### src/rtl/mem_stage.sv
// Memory stage: computes the effective address, runs the data-memory handshake and aligns load data.
// Ports: mem_bus_i/in_valid/in_ready from ALU, mem_bus_o/out_valid/out_ready to writeback, dmem_* bus, stall and exception flags.
package core;
   typedef enum logic [3:0] {
      MEM_NOP,
      MEM_LB,
      MEM_LH,
      MEM_LW,
      MEM_LBU,
      MEM_LHU,
      MEM_SB,
      MEM_SH,
      MEM_SW
   } mem_op_t;

   typedef struct packed {
      logic [31:0] pc;
      logic [31:0] rs1_data;
      logic [31:0] rs2_data;
      logic [31:0] imm;
      mem_op_t     mem_op;
      logic [4:0]  rd;
      logic [31:0] rd_res;
      logic        rf_wr_en;
      logic        pipeline_stall;
   } pipeline_bus_t;
endpackage

module mem_stage
   import core::*;
#(
   parameter int TIMEOUT_CYC = 64
) (
   input  logic          clk,
   input  logic          rst_n,
   input  pipeline_bus_t mem_bus_i,
   input  logic          in_valid,
   output logic          in_ready,
   output pipeline_bus_t mem_bus_o,
   output logic          out_valid,
   input  logic          out_ready,
   output logic          dmem_req,
   output logic          dmem_we,
   output logic [31:0]   dmem_addr,
   output logic [3:0]    dmem_be,
   output logic [31:0]   dmem_wdata,
   input  logic          dmem_gnt,
   input  logic          dmem_rvalid,
   input  logic [31:0]   dmem_rdata,
   output logic          stall_o,
   output logic          misaligned_o,
   output logic          timeout_o
);

   localparam int CW = $clog2(TIMEOUT_CYC) + 1;

   typedef enum logic [1:0] {IDLE, REQ, WAIT_R, DONE} state_t;

   state_t        state_q, state_d;
   logic [CW-1:0] cnt_q;
   logic          cnt_last;

   pipeline_bus_t bus_q, res_q;
   logic [31:0]   ea_q, wdata_q;
   logic [3:0]    be_q;
   logic          we_q;
   logic          ov_q, mis_q, tmo_q;

   logic          acc, is_nop, is_st, is_half, is_word, mis;
   logic [31:0]   ea, wd;
   logic [3:0]    be;
   logic [31:0]   lane, ld;

   // decode of the incoming instruction
   always_comb begin
      ea      = mem_bus_i.rs1_data + mem_bus_i.imm;
      is_nop  = (mem_bus_i.mem_op == MEM_NOP);
      is_st   = mem_bus_i.mem_op inside {MEM_SB, MEM_SH, MEM_SW};
      is_half = mem_bus_i.mem_op inside {MEM_LH, MEM_LHU, MEM_SH};
      is_word = mem_bus_i.mem_op inside {MEM_LW, MEM_SW};
      mis     = (is_half && ea[0]) || (is_word && (ea[1:0] != 2'b00));
      be      = 4'b1111;
      wd      = mem_bus_i.rs2_data;
      if (is_half) begin
         be = 4'b0011 << ea[1:0];
         wd = {2{mem_bus_i.rs2_data[15:0]}};
      end else if (!is_word) begin
         be = 4'b0001 << ea[1:0];
         wd = {4{mem_bus_i.rs2_data[7:0]}};
      end
   end

   // load lane alignment and extension
   always_comb begin
      lane = dmem_rdata >> {ea_q[1:0], 3'b000};
      unique case (bus_q.mem_op)
         MEM_LB:  ld = {{24{lane[7]}}, lane[7:0]};
         MEM_LBU: ld = {24'h0, lane[7:0]};
         MEM_LH:  ld = {{16{lane[15]}}, lane[15:0]};
         MEM_LHU: ld = {16'h0, lane[15:0]};
         default: ld = lane;
      endcase
   end

   assign in_ready   = (state_q == IDLE) && (!ov_q || out_ready);
   assign acc        = in_valid && in_ready;
   assign stall_o    = (state_q != IDLE) || (ov_q && !out_ready);
   assign cnt_last   = (cnt_q == CW'(TIMEOUT_CYC - 1));

   assign dmem_req   = (state_q == REQ);
   assign dmem_we    = dmem_req && we_q;
   assign dmem_be    = dmem_req ? be_q : 4'b0000;
   assign dmem_addr  = {ea_q[31:2], 2'b00};
   assign dmem_wdata = wdata_q;

   assign out_valid    = ov_q;
   assign misaligned_o = mis_q;
   assign timeout_o    = tmo_q;

   always_comb begin
      mem_bus_o = res_q;
      mem_bus_o.pipeline_stall = stall_o;
   end

   // NOPs and misaligned ops complete straight from IDLE so they
   // can stream one per cycle; DONE holds memory results only.
   always_comb begin
      state_d = state_q;
      unique case (state_q)
         IDLE: begin
            if (acc && !is_nop && !mis)
               state_d = REQ;
         end
         REQ: begin
            if (dmem_gnt)
               state_d = we_q ? DONE : WAIT_R;
            else if (cnt_last)
               state_d = DONE;
         end
         WAIT_R: begin
            if (dmem_rvalid || cnt_last)
               state_d = DONE;
         end
         DONE: begin
            if (out_ready)
               state_d = IDLE;
         end
         default: state_d = IDLE;
      endcase
   end

   always_ff @(posedge clk) begin
      if (!rst_n) begin
         state_q <= IDLE;
         cnt_q   <= '0;
      end else begin
         state_q <= state_d;
         if (state_d != state_q)
            cnt_q <= '0;
         else if (state_q == REQ || state_q == WAIT_R)
            cnt_q <= cnt_q + CW'(1);
      end
   end

   always_ff @(posedge clk) begin
      if (!rst_n) begin
         bus_q   <= '0;
         ea_q    <= '0;
         wdata_q <= '0;
         be_q    <= '0;
         we_q    <= 1'b0;
         res_q   <= '0;
         ov_q    <= 1'b0;
         mis_q   <= 1'b0;
         tmo_q   <= 1'b0;
      end else begin
         if (acc) begin
            bus_q   <= mem_bus_i;
            ea_q    <= ea;
            wdata_q <= wd;
            be_q    <= be;
            we_q    <= is_st;
         end
         if (ov_q && out_ready)
            ov_q <= 1'b0;
         unique case (1'b1)
            acc && (is_nop || mis): begin
               res_q          <= mem_bus_i;
               res_q.rf_wr_en <= is_nop && mem_bus_i.rf_wr_en;
               ov_q           <= 1'b1;
               mis_q          <= mis;
               tmo_q          <= 1'b0;
            end
            (state_q == REQ) && dmem_gnt && we_q: begin
               res_q          <= bus_q;
               res_q.rf_wr_en <= 1'b0;
               ov_q           <= 1'b1;
               mis_q          <= 1'b0;
               tmo_q          <= 1'b0;
            end
            (state_q == REQ) && !dmem_gnt && cnt_last,
            (state_q == WAIT_R) && !dmem_rvalid && cnt_last: begin
               res_q          <= bus_q;
               res_q.rf_wr_en <= 1'b0;
               ov_q           <= 1'b1;
               mis_q          <= 1'b0;
               tmo_q          <= 1'b1;
            end
            (state_q == WAIT_R) && dmem_rvalid: begin
               res_q          <= bus_q;
               res_q.rd_res   <= ld;
               res_q.rf_wr_en <= (bus_q.rd != 5'd0);
               ov_q           <= 1'b1;
               mis_q          <= 1'b0;
               tmo_q          <= 1'b0;
            end
            default: ;
         endcase
      end
   end

endmodule
### config.mk
export PLATFORM = sky130hd
export DESIGN_NAME = mem_stage
export DESIGN_NICKNAME = d
export VERILOG_FILES = /design/src/rtl/mem_stage.sv
export SDC_FILE = /design/constraint.sdc
export NUM_CORES = 1
export LEC_CHECK = 0
export CORE_ASPECT_RATIO = 2
export CORE_UTILIZATION = 50
export DETAILED_ROUTE_END_ITERATION = 6
export PLACE_DENSITY = 0.9
export SLEW_MARGIN = 30
export SYNTH_ARGS = -nofsm -noshare
export SYNTH_HDL_FRONTEND = slang
export SYNTH_SLANG_ARGS = --single-unit
export TNS_END_PERCENT = 50
### constraint.sdc
create_clock -name clk -period 4.5 [get_ports clk]
set_clock_uncertainty 0.15 [all_clocks]
set_input_delay 1.125 -clock clk [delete_from_list [all_inputs] [get_ports clk]]
set_output_delay 1.125 -clock clk [all_outputs]
set_load 0.1 [all_outputs]
==> flow_metrics.env, run 1 <==
export IMPL_num_rows=100
export IMPL_worstHoldPathType="reg2reg"
export IMPL_grt_pass1_vias=18300
export IMPL_clockPowerShare_pct=21.5
export IMPL_p_comb_share_pct=46.0
export IMPL_synth_seq_cells=412
export IMPL_first_pass_iters=6
export IMPL_seq_power_share_pct=32.5
export IMPL_syn_inst=2295
export IMPL_synth_area_um2=19000
export IMPL_status="finished, final reports clean"
export IMPL_p_sw_share_pct=46.5
export IMPL_grt_overflow_total=0
export IMPL_post_place_ws_ns=-0.0660
export IMPL_drive_above_1_share_pct=6.38
export IMPL_critPathCapture="ea_q[24]"
export IMPL_areaGrowthSynthToFinish_pct=28.8
export IMPL_regToRegSetupSlack_ns=1.56
export IMPL_yosys_area_top_type="dfxtp_1"
export IMPL_clock_fmax_ghz=0.244
export IMPL_postCtsResizedCells=0
export IMPL_synth_area_leaders="dfxtp_1, nand2_1, mux2i_1"
export IMPL_critPathCaptureType="flip-flop"
export IMPL_crit_path_start_kind="primary input"
export IMPL_hold_worst_slack_ns=0.299
export IMPL_io_pins=455
export IMPL_cts_tree="yes"
export IMPL_use_met1_pct=32.2
export IMPL_cts_root_buf="clkbuf_16"
export IMPL_clk_path_buf_depth=3
export IMPL_power_leakage_nw=10.3
export IMPL_regArea_um2=8250
export IMPL_antenna_found_initial=5
export IMPL_initial_utilization_pct=50.9
export IMPL_core_area_um2=37400
export IMPL_dieWidth_um=140
export IMPL_dpl_instance_area_um2=23400
export IMPL_clock_sinks=412
export IMPL_powerDensity_nw_per_um2=584
export IMPL_fillers=2890
export IMPL_fin_cells=3097
export IMPL_finalNetCount=2861
export IMPL_async_flop_share_pct=0
export IMPL_cts_clk_slew_worst_paths_ns=0.07
export IMPL_cp_arrival_ns=4.38
export IMPL_critPathMaxFanout=3
export IMPL_grt_first_pass_wirelength_mm=98.1
export IMPL_portBuffers=451
export IMPL_dieArea_um2=38900
export IMPL_fin_ws_ns=0.406
export IMPL_r2r_start="ea_q[1]"
export IMPL_r2r_cells=9
export IMPL_drtIter0Drc=1416
export IMPL_hold_buffers=0
export IMPL_cellInternalPower_mw=7.66
export IMPL_grt_max_degree=146
export IMPL_period_needed_ns=4.09
export IMPL_detail_route_antenna_nets=0
export IMPL_cap_violations=0
export IMPL_finalMaxSlewViolations=0
export IMPL_p_sw_mw=6.66
export IMPL_ys_seq_area_share_pct=43.3
export IMPL_finalWirelength_mm=63.5
export IMPL_die_h_um=278
export IMPL_vdd_ir_drop_max_mv=0.490
export IMPL_multi_input_area_um2=9660
export IMPL_met3_usage_pct=7.21
export IMPL_drc_errors=0
export IMPL_power_mw=14.3
export IMPL_yosysTopAreaCellShare_pct=43.3
export IMPL_cts_made_buffers=37
export IMPL_required_ns=4.78
export IMPL_setup_tns_ns=0
export IMPL_synth_edf_count=0
export IMPL_routedWlPerCell_um=20.5
export IMPL_r2r_end="mem_bus_o[31]"
export IMPL_synthFlopType="dfxtp_1"
export IMPL_yosys_cell_types_count=73
export IMPL_post_dp_hpwl_mm=44.1
export IMPL_postCtsSetupBuffers=0
export IMPL_vias=18500
export IMPL_dp_cells=3030
export IMPL_worst_pin_slew_ns=1.05
export IMPL_yosysWarningCount=0
export IMPL_crit_start="mem_bus_i[43]"
export IMPL_avgSynthCellArea_um2=8.30
export IMPL_rsz0062_at_grt="false"
export IMPL_place_gp_congestion=0.894
export IMPL_clock_latency_ns=0.52
export IMPL_max_slew_margin_pct=29.5
export IMPL_via_per_inst=5.99
export IMPL_layout_common_cells="nand2_1, dfxtp_1, clkdlybuf4s50_1"
export IMPL_final_common_cell="nand2_1"
export IMPL_grtUsageTotal_pct=31.8
export IMPL_final_util_pct=65.6
export IMPL_fin_area_um2=24500
export IMPL_top_usage_layer="met2"
export IMPL_post_route_period_util_pct=91.0
export IMPL_critPathKind="in2reg"
export IMPL_setup_viol=0
export IMPL_final_hold_viol_count=0
export IMPL_grt_use_met2_pct=56.1
export IMPL_htreeDepth=2
## worst min-delay path by stage
stage / start / cells after the start / end
after floorplan: be_q[1] / 2 / be_q[1]
final: ea_q[9] / 2 / ea_q[9]
after global routing: ea_q[18] / 2 / ea_q[18]
after CTS: ea_q[18] / 2 / ea_q[18]
after detailed placement: ea_q[18] / 2 / ea_q[18]
after global placement: ea_q[9] / 2 / ea_q[9]
## per-layer routing
metal  routed length (µm)  part of all wire, %
met5                   13                0.020
met4                 4950                  7.8
met3                 4740                  7.5
met2                31800                   50
met1                22000                   35
## registers in the layout, summed over array words and instances (netlist names)
register / flops
cnt_q: 7
dmem_wdata: 24
we_q: 1
timeout_o: 1
misaligned_o: 1
state_q: 2
bus_q: 169
mem_bus_o: 170
be_q: 4
ea_q: 32
out_valid: 1
## cells in the mapped netlist (all sizes together), types with 16 or more instances
cell type,count
nand2,447
dfxtp,412
a21oi,261
nor2,218
mux2i,167
a211oi,155
clkbuf,142
o21ai,98
buf,79
ha,41
a31oi,33
a21o,24
inv,16
## power groups by stage
stage / logic, mW / clock network (mW) / registers, mW
global route: 6.87 / 3.25 / 4.72
global placement: 6.43 / 0 / 4.67
floorplan: 2.77 / 0 / 6.82
detailed placement: 6.50 / 0 / 4.71
finish: 6.58 / 3.08 / 4.66
CTS: 6.53 / 3.12 / 4.64
## logic make-up (layout without fill, tap and decap cells)
family / Yosys count / in the layout / share of synthesized area, %
AO/OA/AOI/OAI: 654 / 654 / 21.5
XOR/XNOR: 26 / 26 / 1.20
adder cells (fa/ha/maj): 42 / 42 / 2.80
buffers and inverters: 237 / 575 / 6.21
flip-flops: 412 / 412 / 43.3
multiplexers: 172 / 172 / 9.09
other: 1 / 6 / 0.0197
AND/OR/NAND/NOR: 751 / 751 / 15.9
## critical path, cell delays in order
cell	delay (ns)
clkdlybuf4s50_1	0.48
ha_1	0.28
fa_1	0.44
a211oi_1	0.30
o21ai_0	0.23
a311oi_1	0.36
o21a_1	0.19
o21ai_0	0.32
a41oi_1	0.40
nand4_1	0.13
o221ai_1	0.11
## area by class of cell
| cell class | instances | share of cell area (%) |
|---|---|---|
| diodes | 4 | 0.0408 |
| clock buffers | 49 | 4.12 |
| flip-flops and latches | 412 | 33.6 |
| well taps | 459 | 2.34 |
| inverters | 16 | 0.275 |
| clock inverters | 14 | 0.525 |
| multi-input cells | 1647 | 39.4 |
| repair buffers | 496 | 19.7 |
Power figures use the tool's default switching activity.
==> run 2, diff against run 1 <==
- MAX_ROUTING_LAYER: not set -> met4
==> run 2 against run 1 <==
Net effect: the run now ends with DRC left; setup slack lost 0.16 ns; sequential cell count did not move; non-clock buffer count up 3; register-to-register slack barely moved; final cell count is 0.19% higher; via count up 0.66%; critical path type unchanged; critical endpoint is now mem_bus_o[80]; largest cell class unchanged.
==> flow_metrics.env, run 2 (synthesis results as in run 1) <==
export IMPL_status="complete, but fails checks"
export IMPL_violations="DRC"
export IMPL_dp_cells=3033
export IMPL_initial_utilization_pct=50.9
export IMPL_period_needed_ns=4.25
export IMPL_cts_tree="yes"
export IMPL_num_rows=100
export IMPL_postCtsSetupBuffers=0
export IMPL_power_mw=14.4
export IMPL_vdd_ir_drop_max_mv=0.442
export IMPL_dieWidth_um=140
export IMPL_portBuffers=451
export IMPL_htreeDepth=2
export IMPL_cp_arrival_ns=4.51
export IMPL_fin_area_um2=24600
export IMPL_hp_start="ea_q[8]"
export IMPL_clock_latency_ns=0.52
export IMPL_dpl_instance_area_um2=23400
export IMPL_post_dp_hpwl_mm=44.0
export IMPL_power_leakage_nw=10.3
export IMPL_detail_route_antenna_nets=0
export IMPL_areaGrowthSynthToFinish_pct=29.3
export IMPL_fin_cells=3103
export IMPL_cap_violations=0
export IMPL_grt_overflow_total=0
export IMPL_grt_first_pass_wirelength_mm=96.6
export IMPL_via_per_inst=6.01
export IMPL_vias=18700
export IMPL_cts_root_buf="clkbuf_16"
export IMPL_final_hold_viol_count=0
export IMPL_hold_end="ea_q[8]"
export IMPL_rsz0062_at_grt="false"
export IMPL_max_slew_margin_pct=29.7
export IMPL_postCtsResizedCells=0
export IMPL_r2r_cells=9
export IMPL_layout_common_cells="nand2_1, dfxtp_1, clkdlybuf4s50_1"
export IMPL_antenna_found_initial=8
export IMPL_powerDensity_nw_per_um2=587
export IMPL_r2r_end="mem_bus_o[32]"
export IMPL_drtIter0Drc=1338
export IMPL_crit_path_start_kind="primary input"
export IMPL_drive_above_1_share_pct=6.49
export IMPL_clk_path_buf_depth=3
export IMPL_critPathCaptureType="flip-flop"
export IMPL_hold_worst_slack_ns=0.303
export IMPL_final_common_cell="nand2_1"
export IMPL_largest_register_ffs=170
export IMPL_hold_buffers=0
export IMPL_clock_fmax_ghz=0.235
export IMPL_clock_sinks=412
export IMPL_drc_errors=2
export IMPL_routedWlPerCell_um=20.2
export IMPL_finalMaxSlewViolations=0
export IMPL_post_route_period_util_pct=94.5
export IMPL_grt_pass1_vias=18500
export IMPL_worst_pin_slew_ns=1.05
export IMPL_required_ns=4.76
export IMPL_finalWirelength_mm=62.6
export IMPL_r2r_start="ea_q[1]"
export IMPL_regToRegSetupSlack_ns=1.56
export IMPL_grtUsageTotal_pct=32.1
export IMPL_io_pins=455
export IMPL_setup_viol=0
export IMPL_cts_clk_slew_worst_paths_ns=0.07
export IMPL_finalNetCount=2864
export IMPL_dieArea_um2=38900
export IMPL_grt_max_degree=132
export IMPL_cts_made_buffers=37
export IMPL_place_gp_congestion=0.907
export IMPL_critPathKind="in2reg"
export IMPL_core_area_um2=37400
export IMPL_die_h_um=278
export IMPL_min_path_cells=2
export IMPL_first_pass_iters=7
export IMPL_critPathMaxFanout=12
export IMPL_worstHoldPathType="reg2reg"
[run 2: critical path, stage by stage]
cell	delay, ns
clkdlybuf4s50_1	0.52
ha_1	0.31
fa_1	0.51
inv_1	0.12
ha_1	0.21
o21ai_1	0.08
a22oi_1	0.21
o32a_1	0.22
nand2b_4	0.27
buf_4	0.24
buf_4	0.27
mux2i_1	0.11
a211oi_1	0.29
[run 2: worst max path at each step]
stage / start / end / slack, ns / cells after the start
6_report: mem_bus_i[107] / mem_bus_o[80] / 0.25 / 13
3_3_place_gp: mem_bus_i[43] / mem_bus_o[8] / -0.03 / 14
4_1_cts: mem_bus_i[107] / mem_bus_o[80] / 0.34 / 13
5_1_grt: mem_bus_i[107] / mem_bus_o[80] / 0.1 / 13
2_1_floorplan: out_ready / mem_bus_o[0] / 0.03 / 4
3_5_place_dp: mem_bus_i[107] / mem_bus_o[101] / -0.14 / 13
[run 2: area by class of cell]
cell class / count / area, µm²
antenna: 8 / 20.0
clock buffer: 51 / 1070
clock inverter: 11 / 141
fill: 2834 / 12800
inverter: 16 / 67.6
multi-input combinational: 1647 / 9660
sequential: 412 / 8250
tap: 459 / 574
timing repair buffer: 499 / 4850
[run 2: routing by layer]
layer | track usage (%) | wire length [µm] | up-vias
met5 | - | 0 | -
met4 | 26.2 | 5300 | 0
met3 | 5.68 | 4320 | 313
met2 | 54.7 | 31500 | 939
met1 | 31.8 | 21500 | 8775
li1 | - | - | 8634
[run 2: where the power goes]
part / total (mW) / switching, mW / internal [mW]
logic: 6.58 / 4.90 / 1.68
registers: 4.65 / 0.370 / 4.28
clock network: 3.22 / 1.39 / 1.83
[run 2: through the flow]
step	setup TNS, ns	utilization [%]	setup WS [ns]
after global placement	-0.634	63.0	-0.0313
after detailed placement	-5.22	62.6	-0.140
after floorplan	0	-	0.0337
final	0	65.8	0.249
after global routing	0	65.8	0.0989
after CTS	0	65.8	0.338
